==> src/rtl/cordic_atan2_16bit.sv <==
// cordic_atan2_16bit: iterative vectoring CORDIC, (x, y) -> angle, magnitude.
// Define CORDIC_ATAN2_GAIN_COMP_EN to scale magnitude back to input units.
module cordic_atan2_16bit (
  input  logic        clk,
  input  logic        rst_n,
  input  logic        start,
  input  logic [15:0] x_in,
  input  logic [15:0] y_in,
  output logic [15:0] angle,
  output logic [16:0] magnitude,
  output logic        done,
  output logic        ready
);

  typedef enum logic [1:0] {
    IDLE    = 2'd0,
    COMPUTE = 2'd1,
    FINISH  = 2'd2
  } state_t;

  state_t             state;
  logic [3:0]         iter;
  logic signed [18:0] x_r;
  logic signed [18:0] y_r;
  logic signed [18:0] x_sh;
  logic signed [18:0] y_sh;
  logic signed [18:0] x_ext;
  logic signed [18:0] y_ext;
  logic [15:0]        z_r;
  logic [15:0]        atan_c;
  logic               zero_r;
  logic [16:0]        mag_c;

  // sign-extend before any negation so -32768 survives pre-rotation
  assign x_ext = $signed({{3{x_in[15]}}, x_in});
  assign y_ext = $signed({{3{y_in[15]}}, y_in});

  assign x_sh = x_r >>> iter;
  assign y_sh = y_r >>> iter;

  // arctan(2^-i) in 2^16-per-turn units
  always_comb begin
    atan_c = 16'd0;
    unique case (iter)
      4'd0:  atan_c = 16'd8192;
      4'd1:  atan_c = 16'd4836;
      4'd2:  atan_c = 16'd2555;
      4'd3:  atan_c = 16'd1297;
      4'd4:  atan_c = 16'd651;
      4'd5:  atan_c = 16'd326;
      4'd6:  atan_c = 16'd163;
      4'd7:  atan_c = 16'd81;
      4'd8:  atan_c = 16'd41;
      4'd9:  atan_c = 16'd20;
      4'd10: atan_c = 16'd10;
      4'd11: atan_c = 16'd5;
      4'd12: atan_c = 16'd3;
      4'd13: atan_c = 16'd1;
      4'd14: atan_c = 16'd1;
      4'd15: atan_c = 16'd0;
      default: atan_c = 16'd0;
    endcase
  end

`ifdef CORDIC_ATAN2_GAIN_COMP_EN
  // 39797/65536 ~= K, removes the CORDIC gain; final X is non-negative
  assign mag_c = 17'(({16'd0, x_r[16:0]} * 33'd39797) >> 16);
`else
  assign mag_c = x_r[16:0];
`endif

  // control FSM, datapath and registered outputs
  always_ff @(posedge clk or negedge rst_n) begin
    if (!rst_n) begin
      state     <= IDLE;
      iter      <= 4'd0;
      x_r       <= '0;
      y_r       <= '0;
      z_r       <= 16'd0;
      zero_r    <= 1'b0;
      angle     <= 16'd0;
      magnitude <= 17'd0;
      done      <= 1'b0;
      ready     <= 1'b1;
    end else begin
      unique case (state)
        IDLE: begin
          done <= 1'b0;
          if (start) begin
            ready  <= 1'b0;
            iter   <= 4'd0;
            zero_r <= (x_in == 16'd0) && (y_in == 16'd0);
            state  <= COMPUTE;
            if (x_in[15]) begin
              x_r <= -x_ext;
              y_r <= -y_ext;
              z_r <= 16'h8000;
            end else begin
              x_r <= x_ext;
              y_r <= y_ext;
              z_r <= 16'd0;
            end
          end
        end
        COMPUTE: begin
          if (!y_r[18]) begin
            x_r <= x_r + y_sh;
            y_r <= y_r - x_sh;
            z_r <= z_r + atan_c;
          end else begin
            x_r <= x_r - y_sh;
            y_r <= y_r + x_sh;
            z_r <= z_r - atan_c;
          end
          iter <= iter + 4'd1;
          if (iter == 4'd15) state <= FINISH;
        end
        FINISH: begin
          angle     <= zero_r ? 16'd0 : z_r;
          magnitude <= zero_r ? 17'd0 : mag_c;
          done      <= 1'b1;
          ready     <= 1'b1;
          state     <= IDLE;
        end
        default: state <= IDLE;
      endcase
    end
  end

endmodule

==> config.mk <==
export PLATFORM = sky130hd
export DESIGN_NAME = cordic_atan2_16bit
export DESIGN_NICKNAME = d
export VERILOG_FILES = /design/src/rtl/cordic_atan2_16bit.sv
export SDC_FILE = /design/constraint.sdc
export NUM_CORES = 1
export LEC_CHECK = 0
export ABC_AREA = 1
export ABC_CLOCK_PERIOD_IN_PS = 4300
export CAP_MARGIN = 20
export CORE_ASPECT_RATIO = 0.5
export CORE_UTILIZATION = 40
export CTS_CLUSTER_DIAMETER = 40
export DETAILED_ROUTE_END_ITERATION = 8
export HOLD_SLACK_MARGIN = 0.12
export PLACE_DENSITY = 0.63
export SLEW_MARGIN = 20
export SYNTH_ARGS = -nofsm -noshare
export SYNTH_HDL_FRONTEND = slang
export SYNTH_SLANG_ARGS = --single-unit
==> constraint.sdc <==
create_clock -name clk -period 4.3 [get_ports clk]
set_clock_uncertainty 0.2 [all_clocks]
set_input_delay 0.86 -clock clk [delete_from_list [all_inputs] [get_ports clk]]
set_output_delay 0.86 -clock clk [all_outputs]
set_load 0.02 [all_outputs]
==> results of run 1 <==
==> sequential cells by signal, summed over array words and instances (netlist names) <==
name       cells
done           1
state          2
angle         16
y_r           19
x_r           19
magnitude     17
iter           4
ready          1
zero_r         1
z_r           16
==> final timing paths <==
path	end	slack, ns	start
min reg2reg	angle[6]	0.28	angle[6]
max reg2reg	x_r[16]	0.10	iter[0]
min	angle[6]	0.28	angle[6]
max in group asynchronous	x_r[14]	2.72	rst_n
max	x_r[16]	0.10	iter[0]
min in group asynchronous	angle[8]	0.29	rst_n
==> timing repair <==
action                                  4_1_cts  5_1_grt
resized for setup                             0      144
hold buffers                                  0        0
endpoints found under the setup margin        0       21
buffers inserted                              0       31
==> cell families (layout without fill, tap and decap cells) <==
family,Yosys count,in the layout,share of synthesized area
compound gates,382,382,0.216
xor+xnor,54,54,0.0459
fa+ha+maj,67,67,0.0836
buf+inv,221,327,0.0940
flops,96,96,0.233
mux,3,3,0.00292
simple gates,765,765,0.324
==> layout by cell type, fill, tap and decap left out, types with 8 or more instances in the layout <==
cell                              netlist  final
sky130_fd_sc_hd__nand2_1              443    424
sky130_fd_sc_hd__inv_1                144    142
sky130_fd_sc_hd__nand3_1              133    123
sky130_fd_sc_hd__o21ai_0              143    123
sky130_fd_sc_hd__a21oi_1              107     97
sky130_fd_sc_hd__dfrtp_1               95     94
sky130_fd_sc_hd__nor2_1                91     78
sky130_fd_sc_hd__buf_4                  4     76
sky130_fd_sc_hd__clkdlybuf4s50_1        0     68
sky130_fd_sc_hd__ha_1                  64     55
sky130_fd_sc_hd__nand2_2               23     40
sky130_fd_sc_hd__xor2_1                38     38
sky130_fd_sc_hd__o21ai_1               18     28
sky130_fd_sc_hd__o31ai_1               25     23
sky130_fd_sc_hd__o21ai_2               16     19
sky130_fd_sc_hd__nand3_2                8     16
sky130_fd_sc_hd__xnor2_1               16     16
sky130_fd_sc_hd__nor3_1                20     15
sky130_fd_sc_hd__nor2_2                 7     13
sky130_fd_sc_hd__a22oi_1               13     13
sky130_fd_sc_hd__clkbuf_16              0     13
sky130_fd_sc_hd__a21oi_2                2     12
sky130_fd_sc_hd__nor2_4                 4     11
sky130_fd_sc_hd__nand4_1               10     10
sky130_fd_sc_hd__o21a_1                 8      8
sky130_fd_sc_hd__o211ai_1               8      8
sky130_fd_sc_hd__a31oi_1                8      8
sky130_fd_sc_hd__or2_2                  8      8
==> cell type report <==
class                   instances  share of cell area
multi-input cells            1271               0.587
clock inverters                 6             0.00473
well taps                     344              0.0339
clock buffers                  10              0.0188
flip-flops and latches         96               0.190
inverters                     150              0.0446
repair buffers                161               0.122
==> worst max-delay path: stages (launching register included) <==
cell and delay (ns):
sky130_fd_sc_hd__dfrtp_4 0.47, sky130_fd_sc_hd__buf_6 0.13, sky130_fd_sc_hd__clkbuf_16 0.16, sky130_fd_sc_hd__buf_6 0.13, sky130_fd_sc_hd__buf_4 0.11, sky130_fd_sc_hd__o21ai_2 0.07
sky130_fd_sc_hd__a21boi_2 0.25, sky130_fd_sc_hd__nand2_1 0.12, sky130_fd_sc_hd__nand2_1 0.08, sky130_fd_sc_hd__nor2_1 0.05, sky130_fd_sc_hd__a21oi_2 0.18, sky130_fd_sc_hd__nand2_1 0.12
sky130_fd_sc_hd__nor2_4 0.17, sky130_fd_sc_hd__a31oi_1 0.11, sky130_fd_sc_hd__xnor2_1 0.17, sky130_fd_sc_hd__ha_1 0.33, sky130_fd_sc_hd__nand2_2 0.08, sky130_fd_sc_hd__nor2_4 0.10
sky130_fd_sc_hd__nand4_1 0.16, sky130_fd_sc_hd__nor2_1 0.18, sky130_fd_sc_hd__nor2_2 0.07, sky130_fd_sc_hd__o21bai_2 0.18, sky130_fd_sc_hd__nand3_1 0.11, sky130_fd_sc_hd__nand2_1 0.09
sky130_fd_sc_hd__a21oi_1 0.06, sky130_fd_sc_hd__o21ai_1 0.11, sky130_fd_sc_hd__o21ai_0 0.08
==> stage by stage <==
step / setup WS, ns / instance area (sq um) / hold slack (ns) / cells
5_1_grt: -0.117 / 12700 / 0.304 / 2038
3_3_place_gp: 0.0942 / 11500 / 0.264 / 1985
2_1_floorplan: 0.286 / 10300 / 0.270 / 1588
4_1_cts: 0.0815 / 11800 / 0.289 / 2001
3_5_place_dp: 0.129 / 11500 / 0.272 / 1985
6_report: 0.105 / 12700 / 0.282 / 2038
==> layer usage <==
metal	vias to the layer above	wire [um]
met5	-	0
met4	0	798
met3	58	2330
met2	335	14600
met1	5052	16000
li1	5545	-
==> PnR_summary.wiki, run 1 <==
{| class="wikitable"
! Metric !! Value
|-
| Status || finished clean
|-
| Max-capacitance violation count || 0
|-
| Count of distinct cell types in the synthesized netlist || 56
|-
| Setup repair after global routing missed its margin || true
|-
| Worst endpoint required time || approximately 4.4 ns
|-
| H-tree depth || 3
|-
| Path type of the worst setup path || reg2reg
|-
| Post-synthesis net count || 1690
|-
| First-pass detailed-route iteration total || 8
|-
| Total of buffers placed on input and output ports || 69
|-
| Library cell occupying the most area in the post-synthesis netlist || sky130_fd_sc_hd__dfrtp_1
|-
| Clock-pin transition on the worst setup and hold timing paths || around 0.08 ns
|-
| Core outline area || 0.0252 sq mm
|-
| Maximum number of pins on one net before global-route repair || 69
|-
| Synth top area cells || sky130_fd_sc_hd__dfrtp_1 23%, sky130_fd_sc_hd__nand2_1 16%, sky130_fd_sc_hd__ha_1 7.8%
|-
| Synthesis Warnings || 0
|-
| Top-area cell type share of the netlist area || 0.231
|-
| Avg WL per Cell || 16.6 um
|-
| Gate Count Post-Synth || 1588
|-
| Total clock buffers created by CTS || 9
|-
| Count of standard-cell rows || 41
|-
| Busiest layer in global routing || met2
|-
| Nature of the critical path endpoint || flop
|-
| GRT met2 Usage || 0.390
|-
| Hold Path Depth || 2
|-
| Initial antenna violation count || 0
|-
| Die outline area || 0.0264 sq mm
|-
| Average cell area after synthesis || 6.49 sq um
|-
| Number of pins exceeding their max-slew limit in the final report || 0
|-
| Area occupied by registers || between 0.002 and 0.0025 sq mm
|-
| Residual DRC count || 0
|-
| First-pass GRT wire length || 51.4 mm
|-
| Die X-Extent || about 230 um
|-
| Setup-failing EPs final || 0
|-
| Startpoint type of the worst setup path || flop
|-
| Routed via count || 10990
|-
| DRT iter0 DRCs || 1022
|-
| Post-detail-place hpwl || 24.9 mm
|-
| Type of the most critical hold path || reg2reg
|-
| Measured slew at the worst slew-check pin || 0.972 ns
|-
| Die outline height || 115 um
|-
| CP Data Arrival Time || 4.25 ns
|-
| Commonest register cell after synthesis || sky130_fd_sc_hd__dfrtp_1
|-
| Met3 track demand over resource in global routing || 0.0458
|-
| Maximum fanout along the worst path || 7
|-
| Vias in the first global route || 9725
|-
| Number of cells on the worst reg-to-reg path || 26
|-
| Post-synthesis register bit count || 96
|-
| Fin. Hold Viols || 0
|-
| Most used standard cell by instance count after synthesis || sky130_fd_sc_hd__nand2_1
|-
| Portion of the clock cycle consumed by the worst path in the final layout || 0.976
|-
| Syn-to-layout area delta || 23.2%
|-
| Final weighted congestion of routability-driven global placement || 0.933
|-
| Routed Antenna Nets || 0
|-
| Synth async-reset ratio || 1.00
|-
| CTS tree || done
|-
| Area of the mapped netlist || 0.0103 sq mm
|-
| Total negative slack || 0 ns
|-
| Post-route minimum period || 4.20 ns
|-
| Clock latency on the worst-skew pair || 0.38 ns
|-
| Via density per instance || approximately 5.4
|-
| Overall routed net length || 33.7 mm
|-
| Total Routing Usage GR || 0.246
|-
| Multi-input gate area in the final layout || 0.00744 sq mm
|-
| Post-layout net count || 1791
|-
| Fillers || 2549
|-
| IO Pins || 70
|-
| Sequential share of the synthesized area || 0.233
|-
| Root buf cell || sky130_fd_sc_hd__clkbuf_16
|-
| Top cells by count, synth || 443 x sky130_fd_sc_hd__nand2_1, 144 x sky130_fd_sc_hd__inv_1, 143 x sky130_fd_sc_hd__o21ai_0
|-
| Global-route met1 utilization || 0.347
|-
| Final standard cell utilization of the core || 0.503
|-
| Post-synth EDFFs || 0
|-
| Number of clock sinks || 96
|-
| Overflow left after global routing || 0
|-
| Maximum clock frequency || 238 MHz
|-
| Fraction of layout instances using a drive strength above 1 || 0.163
|-
| Slew Limit Headroom || 0.352
|-
| Starting Density || 0.408
|-
| Antenna cell count || 0
|-
| Number of buffers on the longest clock path || 2
|}
Power of run 1 is not shown: default switching activity piles up to over one toggle a cycle in this logic, so the estimate is an artifact.
==> run 2, diff against run 1 <==
--- a/config.mk
+++ b/config.mk
@@ -9,6 +9,7 @@
 export ABC_CLOCK_PERIOD_IN_PS = 4300
 export CAP_MARGIN = 20
 export CORE_ASPECT_RATIO = 0.5
+export CORE_MARGIN = 8
 export CORE_UTILIZATION = 40
 export CTS_CLUSTER_DIAMETER = 40
 export DETAILED_ROUTE_END_ITERATION = 8
==> run 2 against run 1 <==
Worst hold slack improved by 0.0056 ns. First-iteration DRC count decreased by 12%. Global-route usage decreased by 3.7 points. Fmax increased by 2.5%. Die area increased by 19%. Register-to-register slack improved by 0.10 ns. Wire length increased by 0.84%. Final area decreased by 1.4%. Clock-buffer cell count unchanged. Critical endpoint is now x_r[14]. Largest cell class unchanged.
==> PnR_summary.wiki, run 2 (synthesized netlist as in run 1, its figures left out) <==
{| class="wikitable"
! Metric !! Value
|-
| First-pass detailed-route iteration total || 5
|-
| Root buf cell || sky130_fd_sc_hd__clkbuf_16
|-
| Total of buffers placed on input and output ports || 69
|-
| Maximum clock frequency || 244 MHz
|-
| Total clock buffers created by CTS || 9
|-
| Residual DRC count || 0
|-
| First-pass GRT wire length || 53.2 mm
|-
| Portion of the clock cycle consumed by the worst path in the final layout || 0.952
|-
| H-tree depth || 3
|-
| Fillers || 2606
|-
| CTS hold repair buffers || 0
|-
| Starting Density || 0.408
|-
| Count of standard-cell rows || just over 40
|-
| Final weighted congestion of routability-driven global placement || a little over 0.9
|-
| Slew Limit Headroom || 0.368
|-
| Number of pins exceeding their max-slew limit in the final report || 0
|-
| Maximum number of pins on one net before global-route repair || 69
|-
| Setup-failing EPs final || 0
|-
| Total Routing Usage GR || 0.209
|-
| Measured slew at the worst slew-check pin || 0.946 ns
|-
| Startpoint type of the worst setup path || flop
|-
| Syn-to-layout area delta || 21.5%
|-
| Overall routed net length || 34.0 mm
|-
| Minimum setup slack after placement || -0.0261 ns
|-
| Vias in the first global route || 9814
|-
| Post-route minimum period || just over 4 ns
|-
| Largest registers || x_r x19, y_r x19, magnitude x17
|-
| Number of clock sinks || 96
|-
| Maximum fanout along the worst path || 7
|-
| Nature of the critical path endpoint || flop
|-
| Clock latency on the worst-skew pair || 0.38 ns
|-
| CTS tree || done
|-
| Status || finished clean
|-
| Number of buffers on the longest clock path || 2
|-
| Clock-pin transition on the worst setup and hold timing paths || 0.08 ns
|-
| Final standard cell utilization of the core || 0.496
|-
| Fin. Hold Viols || 0
|-
| Via density per instance || 5.33
|-
| Core outline area || 0.0252 sq mm
|-
| CP Data Arrival Time || 4.19 ns
|-
| Path type of the worst setup path || reg2reg
|-
| Routed Antenna Nets || 0
|-
| Final Cell Area || 0.0125 sq mm
|-
| Max-capacitance violation count || 0
|-
| Post-detail-place hpwl || roughly 26 mm
|-
| Setup repair after global routing missed its margin || true
|-
| IO Pins || 70
|-
| Routed via count || 10871
|-
| Die X-Extent || around 240 um
|-
| Type of the most critical hold path || reg2reg
|-
| Post-DP Area || 0.0115 sq mm
|-
| Commonest non-fill, non-tap cell in the layout || sky130_fd_sc_hd__nand2_1
|-
| Die outline area || 0.0315 sq mm
|-
| Initial antenna violation count || 0
|-
| Post-layout net count || approximately 1800
|-
| Avg WL per Cell || 16.7 um
|-
| DRT iter0 DRCs || a little under 900
|-
| Leading cell types in the layout, fill and taps excluded || 428 x sky130_fd_sc_hd__nand2_1, 141 x sky130_fd_sc_hd__inv_1, 128 x sky130_fd_sc_hd__nand3_1, 128 x sky130_fd_sc_hd__o21ai_0, 99 x sky130_fd_sc_hd__a21oi_1
|-
| Overflow left after global routing || 0
|-
| Worst endpoint required time || 4.40 ns
|-
| Fraction of layout instances using a drive strength above 1 || 0.154
|-
| Die outline height || 129 um
|-
| Smallest setup slack after layout || about 0.2 ns
|}
-- run 2: cell count changes in the layout (fill, tap and decap cells not counted), sizes merged --
| cell | previous run | this run |
|---|---|---|
| diode | 0 | 1 |
| clkbuf | 14 | 12 |
| clkinvlp | 2 | 1 |
| inv | 151 | 152 |
| buf | 89 | 91 |
-- run 2: per-layer routing --
metal,share of wire,track usage
met5,0,0
met4,0.026,0.0656
met3,0.064,0.0475
met2,0.43,0.327
met1,0.48,0.285
-- run 2: path summary, 6_finish.rpt --
| kind | start | endpoint | slack (ns) | cells after the start |
|---|---|---|---|---|
| hold / removal | angle[3] | angle[3] | 0.29 | 2 |
| max in group asynchronous | rst_n | ready | 2.69 | 2 |
| setup / recovery | iter[0] | x_r[14] | 0.20 | 24 |
| min in group asynchronous | rst_n | z_r[11] | 0.35 | 1 |
| setup reg to reg | iter[0] | x_r[14] | 0.20 | 24 |
| hold reg to reg | angle[3] | angle[3] | 0.29 | 2 |
-- run 2: area by class of cell --
class,instances,area [sq um],area share
diodes,1,2.50,0.000200
inverters,150,568,0.0454
well taps,344,430,0.0344
multi-input cells,1271,7350,0.587
clock buffers,10,229,0.0183
flip-flops and latches,96,2410,0.192
repair buffers,161,1470,0.117
clock inverters,6,58.8,0.00470
-- run 2: repair_timing --
item	CTS	global route
hold endpoints to repair	0	0
resized for setup	1	120
setup endpoints to repair	1	27
buffers inserted	0	27
gates cloned	0	3
pin swaps	0	52
-- run 2: critical path, stage by stage, from the launching register on --
cell and delay (ns):
sky130_fd_sc_hd__dfrtp_2 0.45, sky130_fd_sc_hd__buf_6 0.15, sky130_fd_sc_hd__clkbuf_16 0.18, sky130_fd_sc_hd__nand2_4 0.07
sky130_fd_sc_hd__o21ai_4 0.06, sky130_fd_sc_hd__o21ai_2 0.16, sky130_fd_sc_hd__nor2_2 0.06, sky130_fd_sc_hd__o31ai_4 0.28
sky130_fd_sc_hd__ha_2 0.25, sky130_fd_sc_hd__nand3_2 0.11, sky130_fd_sc_hd__nor2_4 0.13, sky130_fd_sc_hd__buf_6 0.13
sky130_fd_sc_hd__nor2_1 0.04, sky130_fd_sc_hd__xor2_1 0.15, sky130_fd_sc_hd__ha_1 0.33, sky130_fd_sc_hd__nand2_1 0.08
sky130_fd_sc_hd__nor2_2 0.12, sky130_fd_sc_hd__nand4_1 0.17, sky130_fd_sc_hd__nor2_1 0.17, sky130_fd_sc_hd__nor2_2 0.07
sky130_fd_sc_hd__o21bai_2 0.17, sky130_fd_sc_hd__buf_4 0.13, sky130_fd_sc_hd__xor2_1 0.14, sky130_fd_sc_hd__nand2_1 0.07
sky130_fd_sc_hd__a22oi_1 0.15
-- run 2: per-stage QoR --
| stage | std cells | setup TNS [ns] | hold WS, ns |
|---|---|---|---|
| final | 2039 | 0 | 0.288 |
| after global routing | 2038 | -0.398 | 0.314 |
| after CTS | 2008 | 0 | 0.287 |
| after detailed placement | 1992 | -0.0261 | 0.268 |
| after global placement | 1992 | 0 | 0.263 |
| after floorplan | 1588 | 0 | 0.270 |
Power of run 2 is left out for the same reason.
